==> src/rtl/kj_calculator.sv <==
// Golomb parameter (kj) estimator: running error accumulator and sample count per block, one kj per non-first sample.
// Optional KJ_CALCULATOR_LAST_EN adds a kj_last output flagging the kj of the final sample in a block.
module kj_calculator #(
    parameter int MAPPED_ERROR_WIDTH = 19,
    parameter int ACC_LOG            = 5,
    parameter int BLOCK_SIZE_LOG     = 8,
    parameter int RESCALE_LOG        = 6
) (
    input  logic                          clk,
    input  logic                          rst,
    input  logic [MAPPED_ERROR_WIDTH-1:0] ehat_data,
    input  logic                          ehat_valid,
    output logic                          ehat_ready,
    output logic [ACC_LOG-1:0]            kj_data,
    output logic                          kj_valid,
    input  logic                          kj_ready
`ifdef KJ_CALCULATOR_LAST_EN
    ,
    output logic                          kj_last
`endif
);

    localparam int ACC_W = MAPPED_ERROR_WIDTH + RESCALE_LOG + 1;
    localparam int CNT_W = RESCALE_LOG + 1;
    localparam int CMP_W = ACC_W + ACC_LOG;
    localparam int K_NUM = 2 ** ACC_LOG;

    localparam logic [CNT_W-1:0]          RESCALE_CNT = CNT_W'(1) << RESCALE_LOG;
    localparam logic [BLOCK_SIZE_LOG-1:0] LAST_IDX    = '1;

    localparam logic [0:0] BLOCK_START = 1'b0;
    localparam logic [0:0] IN_BLOCK    = 1'b1;

    logic [0:0]                state;
    logic [BLOCK_SIZE_LOG-1:0] idx;
    logic [ACC_W-1:0]          acc;
    logic [ACC_W-1:0]          acc_sum;
    logic [ACC_W-1:0]          acc_next;
    logic [CNT_W-1:0]          cnt;
    logic [CNT_W-1:0]          cnt_inc;
    logic [CNT_W-1:0]          cnt_next;
    logic [ACC_LOG-1:0]        kj_calc;
    logic                      found;
    logic                      xfer;
    logic                      produce;

    assign ehat_ready = !rst && (!kj_valid || kj_ready);
    assign xfer       = ehat_valid && ehat_ready;
    assign produce    = xfer && (state == IN_BLOCK);

    // Smallest k with (cnt << k) >= acc; saturates to all-ones when none qualifies.
    always_comb begin
        kj_calc = '1;
        found   = 1'b0;
        for (int unsigned k = 0; k < K_NUM; k++) begin
            if (!found && ((CMP_W'(cnt) << k) >= CMP_W'(acc))) begin
                kj_calc = ACC_LOG'(k);
                found   = 1'b1;
            end
        end
    end

    always_comb begin
        acc_sum = acc + ACC_W'(ehat_data);
        cnt_inc = cnt + CNT_W'(1);
        if (cnt_inc == RESCALE_CNT) begin
            acc_next = acc_sum >> 1;
            cnt_next = cnt_inc >> 1;
        end else begin
            acc_next = acc_sum;
            cnt_next = cnt_inc;
        end
    end

    always_ff @(posedge clk) begin
        if (rst) begin
            state    <= BLOCK_START;
            idx      <= '0;
            acc      <= '0;
            cnt      <= '0;
            kj_data  <= '0;
            kj_valid <= 1'b0;
        end else begin
            if (produce) begin
                kj_data  <= kj_calc;
                kj_valid <= 1'b1;
            end else if (kj_ready) begin
                kj_valid <= 1'b0;
            end

            if (xfer) begin
                idx <= idx + BLOCK_SIZE_LOG'(1);
                case (state)
                    BLOCK_START: begin
                        acc   <= ACC_W'(ehat_data);
                        cnt   <= CNT_W'(1);
                        state <= IN_BLOCK;
                    end
                    default: begin
                        acc <= acc_next;
                        cnt <= cnt_next;
                        if (idx == LAST_IDX) begin
                            state <= BLOCK_START;
                        end
                    end
                endcase
            end
        end
    end

`ifdef KJ_CALCULATOR_LAST_EN
    always_ff @(posedge clk) begin
        if (rst) begin
            kj_last <= 1'b0;
        end else if (produce) begin
            kj_last <= (idx == LAST_IDX);
        end
    end
`else
    // Without kj_last, block boundaries are implied by the count of kj values (N-1 per block).
`endif

endmodule

==> config.mk <==
export PLATFORM = sky130hd
export DESIGN_NAME = kj_calculator
export DESIGN_NICKNAME = d
export VERILOG_FILES = /design/src/rtl/kj_calculator.sv
export SDC_FILE = /design/constraint.sdc
export NUM_CORES = 1
export LEC_CHECK = 0
export ABC_AREA = 1
export BUFFER_PORTS_ARGS = -buffer_cell sky130_fd_sc_hd__buf_2
export CAP_MARGIN = 40
export CORE_MARGIN = 2
export CORE_UTILIZATION = 30
export CTS_CLUSTER_SIZE = 16
export DETAILED_ROUTE_END_ITERATION = 6
export HOLD_SLACK_MARGIN = 0.08
export PLACE_DENSITY_LB_ADDON = 0.12
export SYNTH_ARGS = -nofsm -noshare
export SYNTH_HDL_FRONTEND = slang
export SYNTH_SLANG_ARGS = --single-unit
==> constraint.sdc <==
create_clock -name clk -period 3.2 [get_ports clk]
set_input_delay 0.48 -clock clk [delete_from_list [all_inputs] [get_ports clk]]
set_output_delay 0.48 -clock clk [all_outputs]
set_load 0.005 [all_outputs]
==> results.json <==
{
  "status": "finished, violations left",
  "violations": "setup timing",
  "worstPathRequired_ns": 3.39,
  "die_h_um": 165.9,
  "cp_slowest_stage_delay_ns": 0.40,
  "dr.pass1.iters": 7,
  "avgSynthCellArea_sq_um": 6.665,
  "cp_slowest_cell": "dfxtp_4",
  "cp.depth": 22,
  "timing.rr.end": "kj_data[1]$_SDFFE_PP0P_",
  "port_buffers": 29,
  "diodes": 0,
  "synth_most_common_cell": "nand2_1",
  "hpwl_um": 21400,
  "fmax_mhz": 310.4,
  "startpoint": "cnt[3]$_SDFFE_PP0P_",
  "yosysTopAreaCell": "ha_1",
  "ant_nets": 0,
  "die_w_um": 165.9,
  "core_region_area_sq_mm": 0.02591,
  "reg2reg_from": "cnt[3]$_SDFFE_PP0P_",
  "ys_async_sr_fraction": 0,
  "fin_cells": 1693,
  "synth_seq_cells": 48,
  "drc": 0,
  "avgViaCountPerCell": 5.017,
  "setup_viol": 1,
  "nFillCells": 2754,
  "grt_pass1_vias": 8245,
  "clk_latency_ns": 0.30,
  "min-delay-path-class": "input port to flip-flop",
  "p_total_mw": 2.918,
  "crit_end": "kj_data[1]$_SDFFE_PP0P_",
  "synth_warnings": 0,
  "synth_edf_count": 0,
  "clk_pin_slew_ns": 0.08,
  "setup_tns_ns": -0.02167,
  "crit_path_max_fanout": 5,
  "wire_per_inst_um": 16.05,
  "r2r_slack_ns": -0.02,
  "antenna_found_initial": 1,
  "syn_inst": 1180,
  "power.density_mw_per_mm2": 282.5,
  "synth_xor_area_frac": 0.03007,
  "syn_area_sq_mm": 0.007865,
  "layout.nets": 1566,
  "finalCritPeriodShare": 1.007,
  "cts_buffers": 5,
  "rsz0062_at_grt": "yes",
  "clockBufferDepth": 2,
  "syn_nets": 1389,
  "dp.cells": 1669,
  "hold_viol": 0,
  "synth_top_family_by_area": "adder cells",
  "grt_max_degree": 50,
  "root_buffer": "clkbuf_16",
  "crit_arrival_ns": 3.41,
  "cp-start-kind": "flip-flop",
  "synth_mux_area_frac": 0,
  "synth_top_area_share": 0.2943,
  "first_iter_violations": 384,
  "synthAdderAreaFrac": 0.2969,
  "setup_ws_ns": -0.02167,
  "drive_above_1_share": 0.2452,
  "maxSlewViolCount": 0,
  "yosys.cell_types.count": 54,
  "crit_top_cell": "buf_4",
  "grt-ovfl-total": 0,
  "cts_tree": "built",
  "globalplace.congestion": 0.8505,
  "start_util": 0.3035,
  "synth_compound_area_frac": 0.1799,
  "io_pins": 30,
  "synth_seq_area_share": 0.1222,
  "syn2layout_area_growth_pct": 31.31,
  "peakVddDrop_v": 0.0002562,
  "crit_type": "flip-flop to flip-flop",
  "period_minus_slack_ns": 3.222,
  "tightestPinTransition_ns": 0.8620,
  "max_slew_margin": 0.4178,
  "cap_violations": 0,
  "grt_pass1_wl_um": 43730,
  "die-area_sq_mm": 0.02753,
  "wirelength_um": 27170,
  "ys.flop_type": "dfxtp_1",
  "dp_worst_setup_slack_ns": -0.2354,
  "track_usage": 0.1946,
  "r2r_cells": 22,
  "synth_simple_gate_area_frac": 0.2870,
  "power_leakage_nw": 5.271,
  "synthTopCellsByCount": "nand2_1 (246), ha_1 (185), inv_1 (146), a21oi_1 (121), nor2_1 (100)",
  "cts-htree-levels": 2,
  "fin_skew_ns": 0.007519,
  "rows": 59,
  "critPathCaptureType": "flip-flop",
  "synthTopCellsByArea": "ha_1 (29%), dfxtp_1 (12%), nand2_1 (12%), a21oi_1 (7.7%), inv_1 (7.0%)",
  "crit_chain": "buf_4, ha_1, nand2_2, nor2_1, nand4_1, nand3_1, nand2_1, nand2_1, nand2_2, buf_4, buf_4, buf_4, buf_4, buf_4, buf_4, buf_4, buf_4, o2111ai_1, nand3_1, nand4_1, nand3b_1, a21oi_2",
  "clkSinkCount": 48,
  "vias": 8494,
  "cpLargestDelayFamily": "buffers and inverters",
  "critPathBufInv": 9
}
-- where the power goes --
part	internal (mW)	total (mW)	switching, mW
registers	0.635	0.680	0.0458
logic	0.649	1.52	0.869
clock network	0.452	0.719	0.267
-- layout make-up --
type,count,area [sq um],area share
multi-input cells,957,6711,0.6499
repair buffers,190,1419,0.1374
flip-flops and latches,48,999.7,0.09680
inverters,155,584.3,0.05658
well taps,335,419.2,0.04059
clock buffers,5,125.1,0.01212
clock inverters,3,68.82,0.006663
-- flip-flops by register name, indices dropped and copies added, names as in the netlist --
register	cells
acc	26
state	1
kj_data	5
cnt	7
kj_valid	1
idx	8
-- per-layer routing --
layer	wire, um	GRT usage
met3	727	0.01335
met5	0	0
met4	494	0.04121
met2	12450	0.3300
met1	13490	0.2715
-- per-stage QoR --
stage          utilization  hold slack [ns]  area, sq um
2_1_floorplan            -           0.4514         7874
3_3_place_gp        0.3652           0.4666         9463
3_5_place_dp        0.3652           0.4774         9463
4_1_cts             0.3813           0.4337         9881
5_1_grt             0.3986           0.4819        10330
6_report            0.3986           0.4394        10330
-- worst min-delay path by stage --
| stage | startpoint | endpoint | slack (ns) | cells after the start |
|---|---|---|---|---|
| after CTS | kj_ready | kj_valid$_SDFFE_PP0P_ | 0.43 | 4 |
| after global placement | idx[4]$_SDFFE_PP0P_ | idx[4]$_SDFFE_PP0P_ | 0.47 | 2 |
| after global routing | kj_ready | kj_valid$_SDFFE_PP0P_ | 0.48 | 4 |
| after floorplan | idx[4]$_SDFFE_PP0P_ | idx[4]$_SDFFE_PP0P_ | 0.45 | 2 |
| final | kj_ready | kj_valid$_SDFFE_PP0P_ | 0.44 | 4 |
| after detailed placement | kj_valid$_SDFFE_PP0P_ | kj_valid$_SDFFE_PP0P_ | 0.48 | 2 |
-- worst register-to-register path, cell delays in order, from the launching register on --
cell	delay [ns]
dfxtp_4	0.40
buf_4	0.16
ha_1	0.28
nand2_2	0.05
nor2_1	0.17
nand4_1	0.12
nand3_1	0.12
nand2_1	0.05
nand2_1	0.07
nand2_2	0.07
buf_4	0.13
buf_4	0.12
buf_4	0.12
buf_4	0.12
buf_4	0.12
buf_4	0.12
buf_4	0.12
buf_4	0.12
o2111ai_1	0.22
nand3_1	0.11
nand4_1	0.11
nand3b_1	0.15
a21oi_2	0.06
-- timing repair --
action / 4_1_cts / 5_1_grt
gates resized for setup: 41 / 87
pin swaps: 1 / 31
hold buffers: 0 / 0
setup endpoints to repair: 10 / 17
setup buffers: 9 / 7
-- cell families (layout without fill, tap and decap cells) --
family	after synthesis	count (layout)
adder cells (fa/ha/maj)	186	186
AO/OA/AOI/OAI	240	240
flip-flops	48	48
XOR/XNOR	27	27
AND/OR/NAND/NOR	504	504
buffers and inverters	175	353
-- cells in the final DEF, fill, tap and decap left out, drive strengths merged, types with 2 or more instances in the layout --
master and n:
inv 155, a31oi 6, a22oi 21, o2111ai 3, nor4 5, nor2 110
o31ai 3, a21oi 123, nand3b 7, o22ai 2, xnor2 5, ha 185
o221ai 2, nor3b 2, dfxtp 48, nand2 252, nand4 32, or2 3
o21a 2, buf 190, nand3 66, o211ai 14, a21o 2, bufinv 2
o21ai 40, clkbuf 5, a22o 2, o21bai 6, a211oi 5, xor2 22
nor3 24
Note: power is estimated with default switching activity, not from simulation.
